### src/rtl/mdu_iter_div.sv
// Iterative radix-2 restoring divider for DIV/DIVU, signed via magnitude plus sign fix-up.
// Holds the pipeline through stallreq and pulses ready for one cycle when results are valid.
module mdu_iter_div #(
    parameter int WIDTH     = 32,
    parameter bit EARLY_OUT = 1'b0
) (
    input  logic             clk,
    input  logic             rst,
    input  logic             start,
    input  logic             signed_op,
    input  logic             annul,
    input  logic [WIDTH-1:0] dividend,
    input  logic [WIDTH-1:0] divisor,
    output logic             stallreq,
    output logic             ready,
    output logic [WIDTH-1:0] quotient,
    output logic [WIDTH-1:0] remainder,
    output logic             div_by_zero
);

    localparam int CW = $clog2(WIDTH + 1);

    typedef enum logic [2:0] {IDLE, CALC, ZERO, FIX, DONE} state_t;

    state_t           state, state_next;
    logic [CW-1:0]    count;
    logic [WIDTH-1:0] rem_p;
    logic [WIDTH-1:0] dvd_sh;
    logic [WIDTH-1:0] quo_acc;
    logic [WIDTH-1:0] dvs_mag;
    logic             q_neg;
    logic             r_neg;

    logic             dvd_neg;
    logic             dvs_neg;
    logic [WIDTH-1:0] abs_dvd;
    logic [WIDTH-1:0] abs_dvs;
    logic [CW-1:0]    lz;
    logic [CW-1:0]    k;
    logic [WIDTH:0]   partial;
    logic [WIDTH:0]   trial;

    function automatic logic [CW-1:0] lead_zeros(input logic [WIDTH-1:0] v);
        logic [CW-1:0] n;
        logic          found;
        n     = '0;
        found = 1'b0;
        for (int i = WIDTH - 1; i >= 0; i--) begin
            if (!found) begin
                if (v[i]) found = 1'b1;
                else      n     = n + CW'(1);
            end
        end
        return n;
    endfunction

    // Operand magnitudes and the iteration count chosen at launch
    always_comb begin
        dvd_neg = signed_op & dividend[WIDTH-1];
        dvs_neg = signed_op & divisor[WIDTH-1];
        abs_dvd = dvd_neg ? -dividend : dividend;
        abs_dvs = dvs_neg ? -divisor : divisor;
        lz      = EARLY_OUT ? lead_zeros(abs_dvd) : '0;
        k       = CW'(WIDTH) - lz;
        partial = {rem_p, dvd_sh[WIDTH-1]};
        trial   = partial - {1'b0, dvs_mag};
    end

    always_comb begin
        state_next = state;
        if (annul) begin
            state_next = IDLE;
        end else begin
            case (state)
                IDLE: begin
                    if (start) begin
                        if (divisor == '0) state_next = ZERO;
                        else if (k == '0)  state_next = FIX;
                        else               state_next = CALC;
                    end
                end
                CALC:    if (count == CW'(1)) state_next = FIX;
                ZERO:    state_next = DONE;
                FIX:     state_next = DONE;
                DONE:    state_next = IDLE;
                default: state_next = IDLE;
            endcase
        end
    end

    always_comb begin
        stallreq = ((state == IDLE) & start & ~annul) | (state == CALC)
                 | (state == ZERO) | (state == FIX);
        ready    = (state == DONE);
    end

    always_ff @(posedge clk or negedge rst) begin
        if (!rst) state <= IDLE;
        else      state <= state_next;
    end

    // Datapath; an annulled cycle never touches the result registers
    always_ff @(posedge clk or negedge rst) begin
        if (!rst) begin
            count       <= '0;
            rem_p       <= '0;
            dvd_sh      <= '0;
            quo_acc     <= '0;
            dvs_mag     <= '0;
            q_neg       <= 1'b0;
            r_neg       <= 1'b0;
            quotient    <= '0;
            remainder   <= '0;
            div_by_zero <= 1'b0;
        end else if (!annul) begin
            case (state)
                IDLE: begin
                    if (start) begin
                        div_by_zero <= 1'b0;
                        rem_p       <= '0;
                        quo_acc     <= '0;
                        dvs_mag     <= abs_dvs;
                        q_neg       <= dvd_neg ^ dvs_neg;
                        r_neg       <= dvd_neg;
                        if (divisor == '0) begin
                            dvd_sh <= dividend;
                            count  <= '0;
                        end else begin
                            dvd_sh <= abs_dvd << lz;
                            count  <= k;
                        end
                    end
                end
                CALC: begin
                    dvd_sh  <= dvd_sh << 1;
                    quo_acc <= {quo_acc[WIDTH-2:0], ~trial[WIDTH]};
                    rem_p   <= trial[WIDTH] ? partial[WIDTH-1:0] : trial[WIDTH-1:0];
                    count   <= count - CW'(1);
                end
                ZERO: begin
                    quotient    <= '1;
                    remainder   <= dvd_sh;
                    div_by_zero <= 1'b1;
                end
                FIX: begin
                    quotient  <= q_neg ? -quo_acc : quo_acc;
                    remainder <= r_neg ? -rem_p : rem_p;
                end
                default: ;
            endcase
        end
    end

endmodule

### config.mk
export PLATFORM = sky130hd
export DESIGN_NAME = mdu_iter_div
export DESIGN_NICKNAME = d
export VERILOG_FILES = /design/src/rtl/mdu_iter_div.sv
export SDC_FILE = /design/constraint.sdc
export NUM_CORES = 1
export LEC_CHECK = 0
export BUFFER_PORTS_ARGS = -buffer_cell sky130_fd_sc_hd__buf_4
export CAP_MARGIN = 20
export CORE_ASPECT_RATIO = 1.25
export CORE_MARGIN = 8
export CORE_UTILIZATION = 44
export CTS_BUF_LIST = sky130_fd_sc_hd__clkbuf_8
export DETAILED_ROUTE_END_ITERATION = 10
export PLACE_DENSITY = 0.69
export SLEW_MARGIN = 0
export SYNTH_ARGS = -nofsm -noshare
export SYNTH_HDL_FRONTEND = slang
export SYNTH_SLANG_ARGS = --single-unit
### constraint.sdc
create_clock -name clk -period 5.3 [get_ports clk]
set_input_delay 0.265 -clock clk [delete_from_list [all_inputs] [get_ports clk]]
set_output_delay 0.265 -clock clk [all_outputs]
set_load 0.005 [all_outputs]
==> run metrics, run 1 <==
status finished, final reports clean; most frequent cells in the layout 204 x dfrtp_1, 201 x o21ai_0, 199 x nand2_1; core area ~28000 sq um; Slew @ Worst Pin between 1 and 1.5 ns; CP max stage cell xor2_4; first-pass detailed-route iteration total 5; ys async rst share 100%; Seq cells post-synth between 200 and 250; most used cell, CP nor2_1; cell count after synthesis between 1000 and 1500; WP data arrival between 4 and 5 ns; Final Setup Violations 0; Layout Nets about 1700; full die area 34400 sq um; Layout Skew about 0.026 ns; Worst-Skew Late Latency around 0.54 ns; pre-CTS setup slack ~1.6 ns; RSZ-0062 raised after global routing no; CTS max path bufs 3; vias in the first global route 11000; initial antenna violation count 0; Crit path max-delay family compound AO/OA/AOI/OAI gates; endpoint class of the critical path flip-flop; Sink Count approximately 200; Max-slew headroom about 31%; Final GP Congestion ~0.92; I/O Pins 136; total track usage 19.4%; row count between 60 and 70; Buf/Inv on CP 1; most common cell after layout, fill and taps aside dfrtp_1; register area share after synthesis about 40%; Layout area overhead 16.4%; WL per Instance 17.5 microns; Post-synth EDFFs 0; syn avg cell area between 8 and 9 sq um; max cap viols 0; CP Data Required Time between 5 and 6 ns; drt drc 0; Initial Utilization roughly 45%; Max Freq about 0.27 GHz; Worst Path Max Fanout 18; final hold viol count 0; Synth warnings 0; Final HPWL DP 24200 microns; VDD IR max 0.000162 V; P_leak approximately 0.0067 uW; hold crit path type primary input to flip-flop; Synth cell types 65; Die X around 170 microns; max incr delay on CP approximately 0.63 ns; IO buf count about 140; TritonCTS clock tree yes; share of cells above drive strength 1 about 14%; root buffer cell clkbuf_8; Crit Path Category flip-flop to flip-flop; Setup Buffers After CTS 0; worst-path cell chain ha_1, a21oi_1, o21ai_0, a221oi_1, nor2_1, nor3_1, nor2_1, xor2_4, buf_4, mux2i_1, a22o_1; PwrDens between 300 and 400 nW/um^2; first-pass GRT wire length 55500 microns; Synth Flop Type dfrtp_1; CTS buffer count 35; Final Non-Filler Cells 1931; DRT antenna net count 0; syn_nets between 1500 and 2000; CTS H-tree depth 2; Die H just over 200 microns; Period minus WS final about 3.8 ns; Startpoint Class flip-flop; initial DRC count about 780; Final period util between 70% and 80%; Slew Limit Fails 0; worst setup margin approximately 1.5 ns; cell area after synthesis ~13000 sq um; setup TNS 0 ns; clk slew on worst S/H paths roughly 0.060 ns; placed cells between 1500 and 2000; Via Count 11000; GR Overflow Total 0; pin count of the biggest net entering global routing 176; Via density 5.69; final wirelength about 34000 microns
[path summary, 6_finish.rpt]
check / from / to / slack [ns] / depth (start not counted)
worst max-delay path: rem_p[14] / rem_p[0] / 1.53 / 11
worst min-delay path: dividend[28] / dvd_sh[28] / 0.03 / 3
worst max register to register: rem_p[14] / rem_p[0] / 1.53 / 11
worst min register to register: remainder[23] / remainder[23] / 0.48 / 2
max in group asynchronous: rst / remainder[9] / 3.86 / 3
min in group asynchronous: rst / quotient[16] / 0.18 / 2
[worst register-to-register path, cell delays in order, from the launching register on]
cell and delay [ns]:
dfrtp_1 0.47, ha_1 0.45, a21oi_1 0.23, o21ai_0 0.17, a221oi_1 0.52, nor2_1 0.11, nor3_1 0.20, nor2_1 0.12
xor2_4 0.63, buf_4 0.41, mux2i_1 0.23, a22o_1 0.15
[area by class of cell]
type	count	area (sq um)
fill	2690	13600
multi-input combinational	1099	6990
sequential	204	5100
timing repair buffer	161	1280
clock buffer	40	551
tap	355	444
inverter	54	203
clock inverter	17	101
antenna	1	2.50
[through the flow]
step           hold WS [ns]  util (%)  total power (uW)  cell area (sq um)
2_1_floorplan       -0.0306         -              3240              12600
3_3_place_gp          0.179      49.1              4020              13900
3_5_place_dp          0.177      49.1              4080              13900
4_1_cts            0.000626      51.8              5470              14700
5_1_grt              0.0276      51.8              5780              14700
6_report             0.0260      51.8              5410              14700
[state kept, by name, indices dropped and copies added (netlist names)]
| signal | flops |
|---|---|
| rem_p | 32 |
| quotient | 32 |
| div_by_zero | 1 |
| q_neg | 1 |
| dvs_mag | 32 |
| count | 6 |
| remainder | 32 |
| r_neg | 1 |
| state | 3 |
| quo_acc | 32 |
| dvd_sh | 32 |
[logic make-up after synthesis]
kind of cell    count (synthesis)  synth area share (%)
compound gates                448                  21.9
simple gates                  428                  16.3
xor+xnor                      152                  10.6
buf+inv                       142                  4.36
flops                         204                  40.5
fa+ha+maj                      39                  3.93
mux                            32                  2.55
[metal layers]
| layer | global-route usage [%] | wire length, microns | part of all wire (%) |
|---|---|---|---|
| met1 | 25.3 | 15300 | 45 |
| met2 | 32.3 | 16000 | 47 |
| met3 | 3.55 | 1720 | 5.1 |
| met4 | 5.88 | 669 | 2.0 |
| met5 | 0 | 0 | 0 |
[cells in the mapped netlist, types with 31 or more instances]
cell type / n / area, sq um
xor2_1: 90 / 788
nor2_1: 60 / 225
mux2i_1: 31 / 310
dfrtp_1: 204 / 5100
xnor2_1: 62 / 543
a21oi_1: 81 / 405
ha_1: 38 / 475
inv_1: 54 / 203
or3_1: 35 / 219
nand2_1: 199 / 747
o22a_1: 31 / 272
o21ai_0: 201 / 1010
clkbuf_1: 77 / 289
[report_power, final]
| group | switching [uW] | internal (uW) |
|---|---|---|
| combinational | 918 | 866 |
| clock | 634 | 732 |
| sequential | 282 | 1980 |
[timing repair]
action	CTS	global route
hold endpoints to repair	37	0
resized for setup	0	0
hold buffers	9	0
(Power assumes the default switching activity.)
==> run 2: changes to the inputs <==
==> constraint.sdc (replaced) <==
create_clock -name clk -period 3.85 [get_ports clk]
set_input_delay 0.1925 -clock clk [delete_from_list [all_inputs] [get_ports clk]]
set_output_delay 0.1925 -clock clk [all_outputs]
set_load 0.005 [all_outputs]
==> run 2 against run 1 <==
- routed wire length down 0.49%
- worst hold slack better by 0.0010 ns
- power up 39%
- die area unchanged
- core utilization up 1.9 points
- setup slack worse by 1.2 ns
- non-clock buffer count up 51
- flip-flop and latch count unchanged
- combinational power up 40%
- sequential share of layout area down 1.2 points
- register-to-register slack worse by 1.0 ns
==> run metrics, run 2 (synthesis results as in run 1) <==
dpl cell area 14000 sq um; max cap viols 0; endpoint class of the critical path flip-flop; most frequent cells in the layout 204 x dfrtp_1, 201 x o21ai_0, 199 x nand2_1; WP data arrival slightly below 4 ns; Die H about 200 microns; root buffer cell clkbuf_8; Slew Limit Fails 0; clk slew on worst S/H paths 0.06 ns; fin util a little over half; initial DRC count a little over 800; Final Non-Filler Cells ~2000; Clk pwr share between 20% and 30%; combinational fraction of design power 33.1%; Final Setup Violations 0; worst setup margin 0.337 ns; pre-CTS setup slack 0.435 ns; Final GP Congestion about 0.9; first-pass detailed-route iteration total 5; vias in the first global route 11000; Reg power frac 41.3%; Final period util between 90% and 100%; CTS max path bufs 3; fillers about 2600; Startpoint Class primary input; Die X between 150 and 200 microns; Worst-Skew Late Latency approximately 0.52 ns; worst reg2reg setup slack approximately 0.50 ns; CP max stage cell dlygate4sd3_1; RSZ-0062 raised after global routing no; hold path start dividend[11]; full die area 34400 sq um; PwrDens 494 nW/um^2; Crit Path Category primary input to flip-flop; Layout Skew about 0.031 ns; hold crit path type primary input to flip-flop; initial antenna violation count 0; Post-Layout Inst Area between 15000 and 20000 sq um; max incr delay on CP around 0.54 ns; DRT antenna net count 0; first-pass GRT wire length around 56000 microns; share of cells above drive strength 1 ~15%; Final HPWL DP 24100 microns; status finished, final reports clean; Buf/Inv on CP 2; Layout area overhead 20.6%; total track usage 19.4%; Via Count about 11000; most common cell after layout, fill and taps aside dfrtp_1; IO buf count 135; Crit path max-delay family simple AND/OR/NAND/NOR gates; CTS buffer count 35; GR Overflow Total 0; Layout Nets between 1500 and 2000; FF+latch area 5100 sq um; Worst R2R End rem_p[0]; placed cells ~1900; pin count of the biggest net entering global routing 93; core area 28300 sq um; ANT cells 0; depth of the most critical reg-to-reg path 11; Reg-to-Reg Start rem_p[15]; setup TNS 0 ns; Sw Ratio roughly a third; I/O Pins 136; Initial Utilization 44.5%; CTS H-tree depth 2; Max-slew headroom approximately 26%; Period minus WS final ~3.5 ns; worst-path cell chain dlygate4sd3_1, buf_4, or4_4, or3_4, or4_4, or4_4, nor3_4, or2_4, a21o_2, xor2_1, a21oi_1; final wirelength 33500 microns; CP Data Required Time roughly 4.2 ns; VDD IR max approximately 0.00022 V; drt drc 0; Max Freq around 0.28 GHz; row count between 60 and 70; most used cell, CP or4_4; Hold Crit Endpoint dvd_sh[11]; TritonCTS clock tree yes; area occupied by multi-input gates roughly 7000 sq um; Slew @ Worst Pin 1.11 ns; WL per Instance 16.9 microns; Worst Path Max Fanout 11; worst hold stages 3; net switching power between 2000 and 3000 uW; Sink Count 204; Via density roughly 5.6; Internal around 5000 uW; final hold viol count 0; P_leak approximately 0.0069 uW
[run 2: cell count changes in the layout (fill, tap and decap cells not counted)]
cell	before	now
bufinv_16	1	0
inv_1	67	57
clkbuf_8	41	46
buf_16	1	2
clkinv_2	0	6
inv_6	0	1
clkinvlp_4	3	1
buf_4	148	155
dlygate4sd3_1	9	52
diode_2	1	0
[run 2: repair_timing]
item | CTS | global route
gates resized for setup | 0 | 0
hold buffers | 52 | 0
endpoints found under the hold margin | 129 | 0
buffers inserted | 0 | 0
[run 2: through the flow]
stage	total power, uW	hold WS, ns
after global placement	5530	0.280
after CTS	7580	0.00532
after global routing	8040	0.0171
after detailed placement	5590	0.280
final	7510	0.0271
after floorplan	4470	-0.103
[run 2: final cells by class]
type | instances | share of cell area [%]
clock inverters | 11 | 0.378
flip-flops and latches | 204 | 33.6
repair buffers | 212 | 11.8
inverters | 54 | 1.33
clock buffers | 45 | 4.07
well taps | 355 | 2.92
multi-input cells | 1099 | 46.0
[run 2: how the worst max path moves through the flow]
| stage | start | end | slack [ns] | cells past startpoint |
|---|---|---|---|---|
| after CTS | divisor[13] | dvd_sh[6] | 0.38 | 11 |
| after global routing | dvd_sh[31] | rem_p[0] | 0.24 | 13 |
| after detailed placement | divisor[13] | dvd_sh[24] | 0.44 | 11 |
| after global placement | divisor[13] | dvd_sh[18] | 0.48 | 11 |
| after floorplan | rem_p[15] | rem_p[31] | 0.69 | 12 |
| final | divisor[13] | dvd_sh[6] | 0.34 | 11 |
[run 2: worst register-to-register path: cells and delay by family, from the launching register on]
kind	cells	cell delay, ns
DFF	1	0.46
AOI/OAI and AO/OA	2	0.43
muxes	1	0.24
adders and majority gates	1	0.46
xor gates and xnor gates	1	0.31
buffers and inverters	1	0.32
and+or+nand+nor	5	1.03
[run 2: routing by layer]
metal / global-route usage, % / vias to the layer above / part of all wire, %
li1: - / 5456 / -
met4: 5.53 / 0 / 2.0
met3: 2.73 / 46 / 5.6
met5: 0 / - / 0
met1: 25.9 / 5275 / 45
met2: 32.4 / 305 / 48
[run 2: power groups by stage]
stage / registers, uW / logic [uW] / clock network (uW)
global route: 3190 / 2770 / 2080
global placement: 3120 / 2410 / 0
finish: 3100 / 2490 / 1920
detailed placement: 3140 / 2450 / 0
floorplan: 3070 / 1400 / 0
CTS: 3100 / 2500 / 1980
